$ cat src/rtl/npc_pkg.sv
// Shared constants and FSM encoding for the instruction fetch front end.
package npc_pkg;

    localparam logic [31:0] NOP_INSTR        = 32'h0000_0013;
    localparam logic [63:0] RESET_PC_DEFAULT = 64'h0000_0000_8000_0000;

    typedef enum logic {
        FETCH = 1'b0,
        DRAIN = 1'b1
    } fq_state_e;

endpackage

$ cat src/rtl/fq_ram.sv
// Fetch-queue storage: DEPTH entries of {pc, instr, filled} with alloc/fill/head pointers.
module fq_ram
    import npc_pkg::*;
#(
    parameter int XLEN  = 64,
    parameter int DEPTH = 4,
    localparam int AW   = $clog2(DEPTH)
) (
    input  logic            clk,
    input  logic            i_rstn,
    input  logic            i_flush,
    input  logic            i_alloc_en,
    input  logic [XLEN-1:0] i_alloc_pc,
    input  logic            i_fill_en,
    input  logic [31:0]     i_fill_instr,
    input  logic            i_pop_en,
    output logic [XLEN-1:0] o_head_pc,
    output logic [31:0]     o_head_instr,
    output logic            o_head_filled,
    output logic [AW:0]     o_count,
    output logic [AW:0]     o_unfilled
);

    localparam logic [AW:0] PTR_ONE = (AW+1)'(1);

    logic [XLEN-1:0]  r_pc_mem    [DEPTH];
    logic [31:0]      r_instr_mem [DEPTH];
    logic [DEPTH-1:0] r_filled;
    logic [AW:0]      r_alloc_ptr;
    logic [AW:0]      r_fill_ptr;
    logic [AW:0]      r_head_ptr;

    wire [AW-1:0] w_alloc_idx = r_alloc_ptr[AW-1:0];
    wire [AW-1:0] w_fill_idx  = r_fill_ptr[AW-1:0];
    wire [AW-1:0] w_head_idx  = r_head_ptr[AW-1:0];

    // Fill always targets an unfilled slot and pop a filled one, so they never collide.
    always_ff @(posedge clk) begin
        if (!i_rstn || i_flush) begin
            r_alloc_ptr <= '0;
            r_fill_ptr  <= '0;
            r_head_ptr  <= '0;
            r_filled    <= '0;
        end else begin
            if (i_alloc_en) begin
                r_alloc_ptr <= r_alloc_ptr + PTR_ONE;
            end
            if (i_fill_en) begin
                r_filled[w_fill_idx] <= 1'b1;
                r_fill_ptr           <= r_fill_ptr + PTR_ONE;
            end
            if (i_pop_en) begin
                r_filled[w_head_idx] <= 1'b0;
                r_head_ptr           <= r_head_ptr + PTR_ONE;
            end
        end
    end

    always_ff @(posedge clk) begin
        if (i_alloc_en) begin
            r_pc_mem[w_alloc_idx] <= i_alloc_pc;
        end
        if (i_fill_en) begin
            r_instr_mem[w_fill_idx] <= i_fill_instr;
        end
    end

    assign o_head_pc     = r_pc_mem[w_head_idx];
    assign o_head_instr  = r_instr_mem[w_head_idx];
    assign o_head_filled = r_filled[w_head_idx];
    assign o_count       = r_alloc_ptr - r_head_ptr;
    assign o_unfilled    = r_alloc_ptr - r_fill_ptr;

endmodule

$ cat src/rtl/ifu_fetch_queue.sv
// Instruction fetch unit: pc generation, in-order fetch queue to decode, and
// redirect handling that drains responses still in flight for discarded requests.
module ifu_fetch_queue
    import npc_pkg::*;
#(
    parameter int              XLEN     = 64,
    parameter int              DEPTH    = 4,
    parameter logic [XLEN-1:0] RESET_PC = XLEN'(RESET_PC_DEFAULT)
) (
    input  logic            clk,
    input  logic            rstn,
    input  logic            redirect_en,
    input  logic [XLEN-1:0] redirect_pc,
    output logic            imem_req_valid,
    input  logic            imem_req_ready,
    output logic [XLEN-1:0] imem_req_addr,
    input  logic            imem_rsp_valid,
    input  logic [31:0]     imem_rsp_instr,
    output logic            out_valid,
    input  logic            out_ready,
    output logic [XLEN-1:0] out_pc,
    output logic [31:0]     out_instr,
    output logic [XLEN-1:0] out_snxt_pc
);

    localparam int          AW      = $clog2(DEPTH);
    localparam logic [AW:0] DEPTH_C = (AW+1)'(DEPTH);
    localparam logic [AW:0] CNT_ONE = (AW+1)'(1);

    fq_state_e       r_state;
    logic [XLEN-1:0] r_pc;
    logic [AW:0]     r_drop_cnt;

    logic [XLEN-1:0] w_head_pc;
    logic [31:0]     w_head_instr;
    logic            w_head_filled;
    logic [AW:0]     w_count;
    logic [AW:0]     w_unfilled;

    wire w_in_fetch  = (r_state == FETCH);
    wire w_req_valid = rstn && w_in_fetch && (w_count < DEPTH_C) && !redirect_en;
    wire w_req_fire  = w_req_valid && imem_req_ready;
    wire w_fill      = rstn && w_in_fetch && !redirect_en && imem_rsp_valid && (w_unfilled != '0);
    wire w_out_valid = rstn && w_head_filled && !redirect_en;
    wire w_out_fire  = w_out_valid && out_ready;

    // A response arriving in the redirect cycle itself is already accounted for.
    wire [AW:0] w_fetch_drop = (imem_rsp_valid && w_unfilled != '0) ? w_unfilled - CNT_ONE : w_unfilled;
    wire [AW:0] w_drain_drop = (imem_rsp_valid && r_drop_cnt != '0) ? r_drop_cnt - CNT_ONE : r_drop_cnt;
    wire [AW:0] w_outstanding = w_in_fetch ? w_unfilled : r_drop_cnt;

    fq_ram #(
        .XLEN  (XLEN),
        .DEPTH (DEPTH)
    ) u_fq_ram (
        .clk           (clk),
        .i_rstn        (rstn),
        .i_flush       (redirect_en),
        .i_alloc_en    (w_req_fire),
        .i_alloc_pc    (r_pc),
        .i_fill_en     (w_fill),
        .i_fill_instr  (imem_rsp_instr),
        .i_pop_en      (w_out_fire),
        .o_head_pc     (w_head_pc),
        .o_head_instr  (w_head_instr),
        .o_head_filled (w_head_filled),
        .o_count       (w_count),
        .o_unfilled    (w_unfilled)
    );

    always_ff @(posedge clk) begin
        if (!rstn) begin
            r_pc       <= RESET_PC;
            r_state    <= FETCH;
            r_drop_cnt <= '0;
        end else begin
            if (redirect_en) begin
                r_pc <= redirect_pc;
            end else if (w_req_fire) begin
                r_pc <= r_pc + XLEN'(4);
            end
            case (r_state)
                FETCH: begin
                    if (redirect_en) begin
                        r_drop_cnt <= w_fetch_drop;
                        r_state    <= (w_fetch_drop != '0) ? DRAIN : FETCH;
                    end
                end
                DRAIN: begin
                    r_drop_cnt <= w_drain_drop;
                    if (!redirect_en && w_drain_drop == '0) begin
                        r_state <= FETCH;
                    end
                end
                default: r_state <= FETCH;
            endcase
        end
    end

    assign imem_req_valid = w_req_valid;
    assign imem_req_addr  = r_pc;
    assign out_valid      = w_out_valid;
    assign out_pc         = rstn ? w_head_pc : '0;
    assign out_instr      = rstn ? w_head_instr : '0;
    assign out_snxt_pc    = rstn ? w_head_pc + XLEN'(4) : '0;

    a_rsp_has_request: assert property (@(posedge clk) disable iff (!rstn)
        imem_rsp_valid |-> (w_outstanding != '0));

endmodule

$ cat config.mk
export PLATFORM = sky130hd
export DESIGN_NAME = ifu_fetch_queue
export DESIGN_NICKNAME = d
export VERILOG_FILES = /design/src/rtl/npc_pkg.sv /design/src/rtl/fq_ram.sv /design/src/rtl/ifu_fetch_queue.sv
export SDC_FILE = /design/constraint.sdc
export NUM_CORES = 1
export LEC_CHECK = 0
export ABC_AREA = 1
export CORE_ASPECT_RATIO = 1.2
export CORE_MARGIN = 3
export CORE_UTILIZATION = 45
export DETAILED_ROUTE_END_ITERATION = 10
export HOLD_SLACK_MARGIN = 0.1
export PLACE_DENSITY = 0.75
export SLEW_MARGIN = 30
export SYNTH_ARGS = -nofsm -noshare
export SYNTH_HDL_FRONTEND = slang
export SYNTH_HIERARCHICAL = 1
export SYNTH_SLANG_ARGS = --single-unit
$ cat constraint.sdc
create_clock -name clk -period 6.45 [get_ports clk]
set_clock_uncertainty 0.05 [all_clocks]
set_input_delay 1.29 -clock clk [delete_from_list [all_inputs] [get_ports clk]]
set_output_delay 1.29 -clock clk [all_outputs]
set_load 0.01 [all_outputs]
==> results_dict.tcl, run 1 <==
set metrics [dict create \
    cap_viol_max_count 0 \
    post_cts_resized 0 \
    min_period_ns 6.03 \
    ys.warnings.count 6 \
    htreeDepth 2 \
    ctsHoldBuffers 0 \
    gp_congestion 0.985 \
    slew_viol_final 0 \
    grt_pass1_vias 20791 \
    clock-sinks 467 \
    fin_util 0.557 \
    syn_avg_cell_area_um2 7.77 \
    vdd_drop_max_mv 0.174 \
    finalSetupTns_ns 0 \
    tritoncts "done" \
    finalCritPeriodShare 0.935 \
    n_antenna_cell 0 \
    initial_utilization 0.456 \
    clk_latency_ns 0.61 \
    io_buffers 327 \
    wl_um 80300 \
    rows 94 \
    grt_use_total 0.265 \
    via_count 21918 \
    final_nets 3647 \
    slew_headroom 0.352 \
    worstPathArrival_ns 4.69 \
    vias_per_cell 5.12 \
    drt_iter0_drc 2384 \
    clk_pin_slew_ns 0.07 \
    die_w_um 222 \
    worst_slew_pin_slew_ns 0.971 \
    nFillCells 4953 \
    leakage_uw 0.0137 \
    cts_buffers 48 \
    drive_above_1_share 0.0491 \
    clockRootBuffer "clkbuf_16" \
    setup.worst_path.end_class "output port" \
    worstPathRequired_ns 5.11 \
    final_common_cell "nand2_1" \
    netlist_instances 3231 \
    rsz0062_at_grt "false" \
    grt_max_degree 104 \
    max_clock_freq_mhz 166 \
    first_pass_iters 6 \
    dp_hpwl_um 57200 \
    outcome "complete, no violations" \
    clock_path_buffers 3 \
    drcViolationCount 0 \
    antenna_found_initial 0 \
    critPathLaunchType "flip-flop" \
    grt_pass1_wl_um 119000 \
    crit_path_max_fanout 76 \
    finalHoldViolCount 0 \
    overflow 0 \
    fp.dieArea_um2 58700 \
    area_growth_pct 22.0 \
    setup-violations-final 0 \
    finalPower_uw 6800 \
    ant_nets 0 \
    core_um2 55000 \
    post_drt_wl_per_cell_um 18.8 \
    final_cell_mix "nand2_1, inv_1, edfxtp_1" \
    dieHeight_um 265 \
    hold_class "flip-flop to flip-flop" \
    cts_setup_buffers 0 \
    synth_nets 3355 \
    io_pins 328 \
    syn-cell-area_um2 25100 \
    power.density_nw_per_um2 222 \
    path_class "flip-flop to output port" \
]
## power by group
group,switching (uW),internal (uW)
registers,87.4,3310
logic,294,236
clock network,1210,1660
## final cells by class
class / count / area (um2) / share of cell area
inverters: 705 / 2650 / 0.0866
clock inverters: 31 / 372 / 0.0121
repair buffers: 354 / 3500 / 0.114
clock buffers: 58 / 1270 / 0.0415
multi-input cells: 1947 / 8740 / 0.285
well taps: 720 / 901 / 0.0294
flip-flops and latches: 467 / 13200 / 0.431
## registers in the layout (all words and copies together), names as in the netlist, named ones only
signal and count:
r_drop_cnt 3, u_fq_ram/r_head_ptr 3, imem_req_addr 64, u_fq_ram/r_filled 4, u_fq_ram/r_instr_mem 128, r_state 1
u_fq_ram/r_alloc_ptr 3, u_fq_ram/r_fill_ptr 3, u_fq_ram/r_pc_mem 256
## per-layer routing
layer  part of all wire  track usage  vias to the layer above
li1                   -            -                    10533
met1               0.38        0.332                    10123
met2               0.47        0.444                     1041
met3              0.084       0.0401                      221
met4              0.058        0.140                        0
met5                  0            0                        -
## worst paths after layout
path                            slack, ns                    start                        to  cells past startpoint
worst max-delay path                 0.42                flip-flop           out_snxt_pc[61]                     16
worst min-delay path                 0.43     u_fq_ram/r_filled[2]      u_fq_ram/r_filled[2]                      2
worst max register to register       3.04  u_fq_ram/r_alloc_ptr[0]  u_fq_ram/r_pc_mem[3][52]                     11
worst min register to register       0.43     u_fq_ram/r_filled[2]      u_fq_ram/r_filled[2]                      2
## critical path: stages, from the launching register on
cell and delay (ns):
dfxtp_4 0.73, inv_4 0.44, buf_4 0.39, nand2_1 0.10
nand3_1 0.08, nand2_1 0.32, nand2_1 0.10, inv_1 0.14
nand2_1 0.08, nor3_1 0.28, nand2_1 0.10, nor3_1 0.24
nand2_1 0.10, nand2_1 0.07, nand2_1 0.05, nor2_1 0.11
clkdlybuf4s50_1 0.62
## through the flow
stage / std cells / cell area (um2) / hold WS [ns] / worst slack (ns)
6_report: 4282 / 30600 / 0.425 / 0.416
5_1_grt: 4282 / 30600 / 0.446 / 0.157
4_1_cts: 4282 / 30600 / 0.429 / 0.499
3_5_place_dp: 4193 / 29000 / 0.413 / 1.17
3_3_place_gp: 4193 / 29000 / 0.400 / 1.14
2_1_floorplan: 3231 / 25100 / 0.390 / 2.24
No activity file was read; power rests on OpenSTA's default activity.
==> run 2: changes to the inputs <==
CORE_UTILIZATION = 59   (was 45)
CTS_BUF_LIST = sky130_fd_sc_hd__clkbuf_16   (was not set)
PLACE_DENSITY = 0.93   (was 0.75)
==> results_dict.tcl, run 2 (same netlist as run 1, synthesis figures left out) <==
set metrics [dict create \
    power.density_nw_per_um2 217 \
    clockRootBuffer "clkbuf_16" \
    htreeDepth 2 \
    tritoncts "done" \
    preCtsSetupSlack_ns 0.989 \
    pwr-share-comb 0.080 \
    crit_buf_inv 3 \
    drive_above_1_share 0.0459 \
    worstPathArrival_ns 4.45 \
    use_met1 0.412 \
    cts_setup_buffers 0 \
    grt_max_degree 86 \
    busiest_layer "met2" \
    vdd_drop_max_mv 0.211 \
    n_antenna_cell 0 \
    path_class "flip-flop to output port" \
    worstPathRequired_ns 5.11 \
    io_pins 328 \
    clock_path_buffers 3 \
    wl_um 80000 \
    grt_use_total 0.344 \
    dp.cells 4015 \
    post_cts_resized 0 \
    netSwitchingPower_uw 1530 \
    grt_pass1_wl_um 121000 \
    seqPwrFrac 0.517 \
    clk_latency_ns 0.58 \
    critPathLaunchType "flip-flop" \
    finalHoldViolCount 0 \
    drcViolationCount 0 \
    slew_headroom 0.332 \
    finalCritPeriodShare 0.897 \
    final_nets 3641 \
    clk_pin_slew_ns 0.06 \
    final_cells 4095 \
    rows 82 \
    setup-violations-final 0 \
    area_growth_pct 20.4 \
    gp_congestion 1.00 \
    fin_util 0.723 \
    crit_path_max_fanout 85 \
    critPathSlowestCell "dfxtp_4" \
    post_drt_wl_per_cell_um 19.5 \
    io_buffers 327 \
    antenna_found_initial 1 \
    setup_ws_ns 0.663 \
    fp.dieArea_um2 45100 \
    min_period_ns 5.79 \
    cap_viol_max_count 0 \
    vias_per_cell 5.59 \
    switching_share 0.233 \
    dp_hpwl_um 54400 \
    final_common_cell "nand2_1" \
    met2_usage 0.562 \
    rsz0062_at_grt "false" \
    cpMostUsedCell "nand2_1" \
    initial_utilization 0.600 \
    p_int_uw 5040 \
    met3_usage 0.0739 \
    top_register "u_fq_ram/r_pc_mem" \
    first_pass_iters 6 \
    dieHeight_um 232 \
    outcome "complete, no violations" \
    crit_chain "inv_4 -> buf_12 -> nand2_1 -> nand3_1 -> nand2_1 -> nand4_1 -> nor2_2 -> nand2_2 -> nor3_4 -> nand3_1 -> nand2_1 -> nand2_1 -> nor2_1 -> clkdlybuf4s50_1" \
    hold_class "flip-flop to flip-flop" \
    die_w_um 194 \
    max_clock_freq_mhz 173 \
    finalSetupTns_ns 0 \
    final_cell_mix "nand2_1, inv_1, edfxtp_1" \
    ctsHoldBuffers 0 \
    slowest_delay_ns 0.68 \
    ant_nets 0 \
    drt_iter0_drc 2682 \
    via_count 22881 \
    clock-sinks 467 \
    overflow 0 \
    cts_buffers 44 \
    largest_reg_flops 256 \
    slew_viol_final 0 \
    setup.worst_path.end_class "output port" \
    core_um2 41900 \
    leakage_uw 0.0136 \
    grt_pass1_vias 22247 \
    path_delay_family "simple AND/OR/NAND/NOR gates" \
    p_clk_frac 0.403 \
    worst_slew_pin_slew_ns 1.00 \
]
==> run 2: changes by cell type in the layout (fill, tap and decap cells not counted), moves of 3 or more <==
cell / change
clkbuf_1: -8
clkinv_1: +4
inv_1: +3
buf_4: -3
clkbuf_16: -5
==> run 2: power groups by stage <==
stage,logic (uW),registers [uW],clock network (uW)
after global placement,505,3450,0
after floorplan,223,3430,0
after global routing,569,3400,2770
after detailed placement,513,3450,0
after CTS,520,3390,2650
final,529,3400,2650
==> run 2: stage by stage <==
stage	power, uW	cell area (um2)	hold slack (ns)
after floorplan	3650	25100	0.390
after global placement	3960	28700	0.399
after detailed placement	3970	28700	0.411
after CTS	6560	30200	0.426
after global routing	6730	30300	0.469
final	6570	30300	0.424
==> run 2: layer usage <==
metal,part of all wire,vias up
met1,0.33,10248
met3,0.13,385
met2,0.46,1736
li1,-,10512
met4,0.081,0
met5,0,-
==> run 2: tightest hold or removal path, cell delays in order (launching register included) <==
cell     delay, ns
dfxtp_1       0.33
nor2_1        0.05
nor2_1        0.07
==> run 2: path summary, 6_finish.rpt <==
| path | end | from | slack (ns) | depth (start not counted) |
|---|---|---|---|---|
| setup / recovery | out_snxt_pc[63] | flip-flop | 0.66 | 14 |
| hold / removal | u_fq_ram/r_filled[2] | u_fq_ram/r_filled[2] | 0.42 | 2 |
| setup reg to reg | u_fq_ram/r_pc_mem[2][58] | u_fq_ram/r_alloc_ptr[0] | 2.99 | 11 |
| hold reg to reg | u_fq_ram/r_filled[2] | u_fq_ram/r_filled[2] | 0.42 | 2 |
==> run 2: area by class of cell <==
type | instances | area, um2
Sequential cell | 467 | 13200
Fill cell | 2878 | 11600
Multi-Input combinational cell | 1947 | 8740
Timing Repair Buffer | 352 | 3510
Inverter | 705 | 2650
Clock buffer | 44 | 1100
Tap cell | 546 | 683
Clock inverter | 34 | 364
